## src/rtl/fifo_wr_arbiter.sv

```systemverilog
// -----------------------------------------------------------------------------
// fifo_wr_arbiter
//
// Write-side scheduler that shares the single write port of the asynchronous
// FIFO (fifo1) among NREQ requesters living in the write clock domain.
// Round-robin arbitration with bounded burst ownership: once a requester wins
// it keeps the port for up to MAX_BURST consecutive beats, then priority
// rotates to the next requester after it. No data words are stored here; the
// accepted requester's word is muxed straight onto wdata in the cycle it is
// written, and nothing is ever written while wfull is high.
//
// Optional feature macro: FIFO_WR_ARB_STATS_EN
//   defined     : per-requester saturating 16-bit accepted-word counters
//   not defined : stat_cnt tied to zero, counters not built
//
// Parameters:
//   DSIZE      data word width (must match the FIFO's DSIZE)
//   NREQ       number of requesters, 2..8
//   MAX_BURST  maximum consecutive beats per ownership, 1..255
//   IDW        grant index width, $clog2(NREQ)
//
// Ports:
//   wclk       in   write-domain clock (only clock)
//   wrst       in   synchronous active-high reset
//   req_valid  in   [NREQ]        per-requester word valid
//   req_data   in   [NREQ*DSIZE]  requester i word at [i*DSIZE +: DSIZE]
//   req_ready  out  [NREQ]        one-hot-or-zero, word of requester i written
//   winc       out                FIFO write strobe
//   wdata      out  [DSIZE]       FIFO write data
//   wfull      in                 FIFO full flag (wclk domain)
//   grant_id   out  [IDW]         requester written this cycle (valid with winc)
//   busy       out                high while a burst owner holds the port
//   stat_cnt   out  [NREQ*16]     per-requester accepted-word counters
//
// FSM states:
//   state    | meaning
//   ---------+-----------------------------------------------------------
//   ST_IDLE  | round-robin search from last+1; a transfer starts a burst
//   ST_OWN   | owner holds the port; others ignored until burst ends/drops
// -----------------------------------------------------------------------------
module fifo_wr_arbiter #(
    parameter int DSIZE     = 8,
    parameter int NREQ      = 4,
    parameter int MAX_BURST = 4,
    parameter int IDW       = $clog2(NREQ)
) (
    input  logic                    wclk,
    input  logic                    wrst,
    input  logic [NREQ-1:0]         req_valid,
    input  logic [NREQ*DSIZE-1:0]   req_data,
    output logic [NREQ-1:0]         req_ready,
    output logic                    winc,
    output logic [DSIZE-1:0]        wdata,
    input  logic                    wfull,
    output logic [IDW-1:0]          grant_id,
    output logic                    busy,
    output logic [NREQ*16-1:0]      stat_cnt
);

    typedef enum logic [0:0] {
        ST_IDLE = 1'b0,
        ST_OWN  = 1'b1
    } state_e;

    localparam logic [7:0]     BURST_LAST = 8'(MAX_BURST);
    localparam logic [IDW-1:0] LAST_RST   = IDW'(NREQ - 1);

    state_e         state_q, state_d;
    logic [IDW-1:0] owner_q, owner_d;
    logic [IDW-1:0] last_q,  last_d;
    logic [7:0]     beats_q, beats_d;

    logic [IDW-1:0] sel;
    logic [IDW-1:0] cand;
    logic           sel_valid;
    logic [7:0]     beats_inc;

    // -------------------------------------------------------------------------
    // Requester selection. In IDLE the candidates are scanned from the lowest
    // priority (last+NREQ, i.e. last itself) up to the highest (last+1), so the
    // final overwrite leaves the first valid requester after last.
    // -------------------------------------------------------------------------
    always_comb begin : sel_logic
        sel       = owner_q;
        sel_valid = 1'b0;
        cand      = '0;
        if (state_q == ST_OWN) begin
            sel       = owner_q;
            sel_valid = req_valid[owner_q];
        end else begin
            for (int k = NREQ; k >= 1; k--) begin
                cand = IDW'((int'(last_q) + k) % NREQ);
                if (req_valid[cand]) begin
                    sel       = cand;
                    sel_valid = 1'b1;
                end
            end
        end
    end

    // Reset gating keeps the FIFO untouched in the reset cycle even though
    // state is only cleared at the following edge.
    assign winc     = sel_valid & ~wfull & ~wrst;
    assign grant_id = sel;
    assign busy     = (state_q == ST_OWN) & ~wrst;

    always_comb begin : datapath
        wdata     = '0;
        req_ready = '0;
        for (int i = 0; i < NREQ; i++) begin
            if (sel == IDW'(i)) begin
                wdata        = req_data[i*DSIZE +: DSIZE];
                req_ready[i] = winc;
            end
        end
    end

    // -------------------------------------------------------------------------
    // Next-state logic
    // -------------------------------------------------------------------------
    assign beats_inc = beats_q + 8'd1;

    always_comb begin : next_state
        state_d = state_q;
        owner_d = owner_q;
        last_d  = last_q;
        beats_d = beats_q;
        case (state_q)
            ST_IDLE: begin
                if (winc) begin
                    if (MAX_BURST == 1) begin
                        // single-beat bursts never enter OWN
                        last_d = sel;
                    end else begin
                        state_d = ST_OWN;
                        owner_d = sel;
                        beats_d = 8'd1;
                    end
                end
            end
            ST_OWN: begin
                if (!sel_valid) begin
                    // owner went away: give up the port, arbitrate next cycle
                    state_d = ST_IDLE;
                    last_d  = owner_q;
                    beats_d = 8'd0;
                end else if (winc) begin
                    if (beats_inc == BURST_LAST) begin
                        state_d = ST_IDLE;
                        last_d  = owner_q;
                        beats_d = 8'd0;
                    end else begin
                        beats_d = beats_inc;
                    end
                end
                // owner valid with wfull high: stall, everything holds
            end
            default: begin
                state_d = ST_IDLE;
                beats_d = 8'd0;
            end
        endcase
    end

    always_ff @(posedge wclk) begin : state_reg
        if (wrst) begin
            state_q <= ST_IDLE;
            owner_q <= '0;
            last_q  <= LAST_RST;
            beats_q <= 8'd0;
        end else begin
            state_q <= state_d;
            owner_q <= owner_d;
            last_q  <= last_d;
            beats_q <= beats_d;
        end
    end

    // -------------------------------------------------------------------------
    // Accepted-word statistics
    // -------------------------------------------------------------------------
`ifdef FIFO_WR_ARB_STATS_EN
    logic [15:0] stat_q [NREQ];
    logic [15:0] stat_d [NREQ];

    always_comb begin : stat_next
        for (int i = 0; i < NREQ; i++) begin
            stat_d[i] = stat_q[i];
            if (winc && (sel == IDW'(i)) && (stat_q[i] != 16'hFFFF)) begin
                stat_d[i] = stat_q[i] + 16'd1;
            end
        end
    end

    always_ff @(posedge wclk) begin : stat_reg
        for (int i = 0; i < NREQ; i++) begin
            if (wrst) begin
                stat_q[i] <= 16'd0;
            end else begin
                stat_q[i] <= stat_d[i];
            end
        end
    end

    always_comb begin : stat_pack
        stat_cnt = '0;
        for (int i = 0; i < NREQ; i++) begin
            stat_cnt[i*16 +: 16] = stat_q[i];
        end
    end
`else
    assign stat_cnt = '0;
`endif

endmodule

```

## config.mk

```make
export PLATFORM = sky130hd
export DESIGN_NAME = fifo_wr_arbiter
export DESIGN_NICKNAME = d
export VERILOG_FILES = /design/src/rtl/fifo_wr_arbiter.sv
export SDC_FILE = /design/constraint.sdc
export NUM_CORES = 1
export LEC_CHECK = 0
export BUFFER_PORTS_ARGS = -buffer_cell sky130_fd_sc_hd__buf_2
export CAP_MARGIN = 20
export CORE_MARGIN = 2
export CORE_UTILIZATION = 45
export DETAILED_ROUTE_END_ITERATION = 16
export PLACE_DENSITY = 0.83
export SYNTH_ARGS = -nofsm -noshare
export SYNTH_HDL_FRONTEND = slang
export SYNTH_SLANG_ARGS = --single-unit
```

## constraint.sdc

```tcl
create_clock -name wclk -period 4.6 [get_ports wclk]
set_input_delay 1.15 -clock wclk [delete_from_list [all_inputs] [get_ports wclk]]
set_output_delay 1.15 -clock wclk [all_outputs]
set_load 0.02 [all_outputs]
```

# [Word level (Yosys, flattened, before mapping)]
# Index checks and enable logic that the tools add are counted.
[word_totals] reg_bits=13 latch_bits=0 ram_bits=0 rom_bits=0 output_inout_bits=80 wordCells=73 mem_count=0
[op_classes] n_addsub=5 multipliers=0 div=0 order_cmp=5 n_eq_ne=8 n_shift=0 muxes=41 n_bitwise=6 reduce_logical=4
[op_table] cell="$mux 8" n=8
[op_table] cell="$mux 1" n=18
[op_table] cell="$mux 2" n=8
[op_table] cell="$pmux 8 s2" n=1
[op_table] cell="$lt 2x3->1 const B" n=5
[op_table] cell="$bmux 1 s2" n=5
[op_table] cell="$add 8x1->8 const B" n=1
[op_table] cell="$eq 8x3->1 const B" n=1
[op_table] cell="$add 2x1->2 const B" n=2
[op_table] cell="$add 2x2->2 const B" n=2
[op_table] cell="$eq 2x2->1 const B" n=2
[op_table] cell="$ne 2x2->1 const B" n=2
[op_table] cell="$reduce_and 2->1" n=2
[op_table] cell="$and 1x1->1" n=3
[op_table] cell="$ne 3x3->1 const B" n=1
[op_table] cell="$not 1->1" n=3
[op_table] cell="$reduce_and 3->1" n=1
[op_table] cell="$eq 2x1->1 const B" n=1
[op_table] cell="$logic_not 2->1" n=1
[op_table] cell="$ne 2x1->1 const B" n=1
[op_table] cell="$pmux 1 s2" n=1

# [Longest topological paths before layout]
[depth] ltp_word=13 depth_mapped=8

# [Least setup slack after synthesis]
# Ideal clock, no wire load.
[synth_timing] kind="in2out" start="input port req_valid[1]" end="output port req_ready[2]" arrival_ns=3.135 t_required_ns=3.450 setup_slack_ns=0.315 path_stages=6 n_path_buf=1 cell_sequence="buf_2 -> mux4_2 -> nand2b_1 -> o41ai_1 -> nor3_1 -> nor3b_1"
[synth_between] elab_chain_cells=10 elab_cells_between_ends=24 classes_between="1 x eq/ne; 21 x mux; 2 x bitwise"
[synth_rtl] item="start, declared" line="49" source="input logic [NREQ-1:0] req_valid,"
[synth_rtl] item="$bmux 1 s2" line="93" source="if (req_valid[cand]) begin"
[synth_rtl] item="$mux 1 (not written as such)" line="93"
[synth_rtl] item="$mux 1 (4 in a row)" line="93"
[synth_rtl] item="$mux 1 (*)" line="87" source="if (state_q == ST_OWN) begin"
[synth_rtl] item="$and 1x1->1 (*) (2 in a row)" line="103" source="assign winc = sel_valid & ~wfull & ~wrst;"
[synth_rtl] item="net winc" line="52" source="output logic winc,"
[synth_rtl] item="$mux 1 (*)" line="111" source="if (sel == IDW'(i)) begin"
[synth_rtl] item="end, declared" line="51" source="output logic [NREQ-1:0] req_ready,"
# Mark *: on every way through the listed nets, which the timed path passes. The rest lies on a longest branch. The select of a mux whose other input is x is not followed.

# [Worst setup path after layout]
[layout_timing] start="input port req_valid[3]" end="output port wdata[1]"
[layout_between] elab_chain_cells=12 elab_cells_between_ends=21 classes_between="3 x eq/ne; 17 x mux; 1 x reduce/logical"
[layout_rtl] item="$bmux 1 s2" line="93"
[layout_rtl] item="$mux 1 (not written as such)" line="93"
[layout_rtl] item="$mux 2 (3 in a row)" line="93"
[layout_rtl] item="$mux 2 (*)" line="93"
[layout_rtl] item="$mux 2 (*)" line="87"
[layout_rtl] item="$logic_not 2->1" line="111"
[layout_rtl] item="$mux 8 (3 in a row)" line="111"
[layout_rtl] item="$mux 8 (*)" line="111"
[layout_rtl] item="end, declared" line="53" source="output logic [DSIZE-1:0] wdata,"
# Mark *: on every way between the ends. The rest lies on a longest branch, timed or not. The select of a mux whose other input is x is not followed.

==> results.tsv <==
metric	value	unit
placer's final routability congestion estimate	0.806	
Netlist cell types	45	
Pwr Total	0.542	mW
die width	67.3	um
fin util	0.480	
largest net degree at the start of global routing	22	
vias in the first global route	1358	
# setup viols final	0	
Num CTS Buffers	3	
Clock transition at path regs	0.05	ns
Iter 0 DRT Violations	146	
Starting Density	0.458	
worst vdd ir	122	uV
routed wire length	3.53	mm
Synth Instances	233	
cell taking the most area after synthesis	buf_4	
Max Cap Viol	0	
drt via density	4.86	
dpl hpwl	2.87	mm
clock sink total	13	
synthesized area	1810	um^2
# Post-CTS Setup Buffers	0	
first-pass GRT wire length	5.80	mm
hold_buf cts	0	
vias	1599	
layout net count	321	
WP buf/inv	3	
CTS root buffer	clkbuf_8	
GRT Resource Usage Total	0.161	
Hold WS	0.487	ns
Antenna Nets Post-Route	0	
CP Capture Type	output port	
most common cell after layout, fill and taps aside	conb_1	
placed cell area	1850	um^2
Required @ worst endpoint	3.45	ns
Slew @ Worst Pin	0.758	ns
max-slew violation count	0	
full die area	4530	um^2
Die Y	67.3	um
WS Path Type	in2out	
CP delay by family, top	buffers and inverters	
I/O pin count	119	
H-tree levels	1	
Slowest-stage cell, CP	a2111oi_1	
initial antenna violation count	0	
Power Dens Cells	287	nW/um^2
# diodes	0	
RSZ-0062 raised after global routing	false	
top_reg_cell synth	dfxtp_1	
Leak Pwr	0.982	nW
Max Buffers Root-to-Sink	2	
Ys Warns	0	
Post-synth EDFFs	0	
Worst setup SP type	primary input	
P&R area growth vs syn	4.78	%
Fmax	0.238	GHz
Fin Setup TNS	0	ns
syn_area_per_cell	7.75	um^2
DR WL/cell	10.7	um
Hold Crit Class	reg2reg	
Seq cells post-synth	13	
Skew-Pair Late Insertion Delay	0.24	ns
std cell rows	23	
Final Cell Area	1890	um^2
critical path's largest stage delay	0.56	ns
Post-CTS Resized	0	
clk_skew	0.00513	ns
Fin. Hold Viols	0	
Crit Path Max Fanout	21	
worst relative slew slack	0.488	
first-pass iteration count of the detailed router	4	
clock period minus worst slack	4.20	ns
FFs w/ async S/R, synth	0	
drt drc	0	
fin crit share	0.912	
top cells by area, synth	buf_4, dfxtp_1, mux2i_1	
CP arrival	3.05	ns
most frequent cells in the layout	conb_1, buf_2, mux2i_1, nor2_1, dfxtp_1	
CTS tree	yes	
outcome	complete, no violations	
layout cells sized above 1	0.226	
PortBufs	54	
core area	3940	um^2
register area share after synthesis	0.144	
residual overflow from global routing	0	
top cell type's share of synthesized area	0.270	
crit-path cells	buf_2 > nor4bb_1 > nor4_1 > a2111oi_1 > nor3_4 > buf_12 > mux2i_1 > mux2i_1 > buf_2	
## cells in the mapped netlist, types with 2 or more instances
master / count
nor2b_1: 2
a21oi_1: 9
o21ai_0: 4
a2111oi_1: 2
nor3_1: 8
buf_6: 3
clkbuf_1: 4
nand3_1: 8
nand2_1: 10
buf_2: 5
a22oi_1: 2
and3_1: 4
a311oi_1: 2
nand2b_1: 3
inv_1: 8
o22ai_1: 2
a31oi_1: 6
xnor2_1: 3
nor3b_1: 4
dfxtp_1: 13
buf_4: 65
o211ai_1: 2
ha_1: 2
o41ai_1: 2
nor4_1: 2
mux2i_1: 25
nor2_1: 15
## cell families (layout without fill, tap and decap cells)
group	count (synthesis)	in the layout	synth area share
buf+inv	85	68	0.328
other cells	1	64	0.00208
flops	13	13	0.144
xor+xnor	4	4	0.0194
fa+ha+maj	2	2	0.0139
compound gates	38	38	0.152
simple gates	64	64	0.189
mux	26	26	0.151
## per-layer routing
metal,up-vias,routed length [um],global-route usage
met3,4,260,0.0217
met1,729,1400,0.196
li1,784,-,-
met4,0,23,0.0485
met2,82,1840,0.292
met5,-,0,0
## path summary, 6_finish.rpt
check	from	end	slack, ns	cells past startpoint
min	beats_q[7]$_SDFFE_PP0P_	beats_q[7]$_SDFFE_PP0P_	0.49	1
min reg2reg	beats_q[7]$_SDFFE_PP0P_	beats_q[7]$_SDFFE_PP0P_	0.49	1
max	req_valid[3]	wdata[1]	0.40	9
max reg2reg	owner_q[0]$_SDFFE_PP0P_	beats_q[5]$_SDFFE_PP0P_	2.43	6
## power breakdown
| part | switching (mW) | total, mW | internal, mW |
|---|---|---|---|
| Combinational | 0.188 | 0.303 | 0.115 |
| Sequential | 0.0182 | 0.138 | 0.120 |
| Clock | 0.0396 | 0.101 | 0.0611 |
## metrics by stage
| step | instances | worst slack [ns] |
|---|---|---|
| 2_1_floorplan | 296 | 0.315 |
| 3_3_place_gp | 325 | 0.432 |
| 3_5_place_dp | 325 | 0.373 |
| 4_1_cts | 329 | 0.379 |
| 5_1_grt | 329 | 0.160 |
| 6_report | 329 | 0.403 |
## state kept, by name, summed over array words and instances (netlist names)
| name | count |
|---|---|
| beats_q | 8 |
| last_q | 2 |
| owner_q | 2 |
| state_q | 1 |
## area by class of cell
class,instances,area [um^2]
clock buffers,4,45.0
fillers,392,2050
inverters,8,30.0
multi-input cells,198,1200
flip-flops and latches,13,260
well taps,50,62.6
repair buffers,56,298
Note: power is estimated with default switching activity, not from simulation.
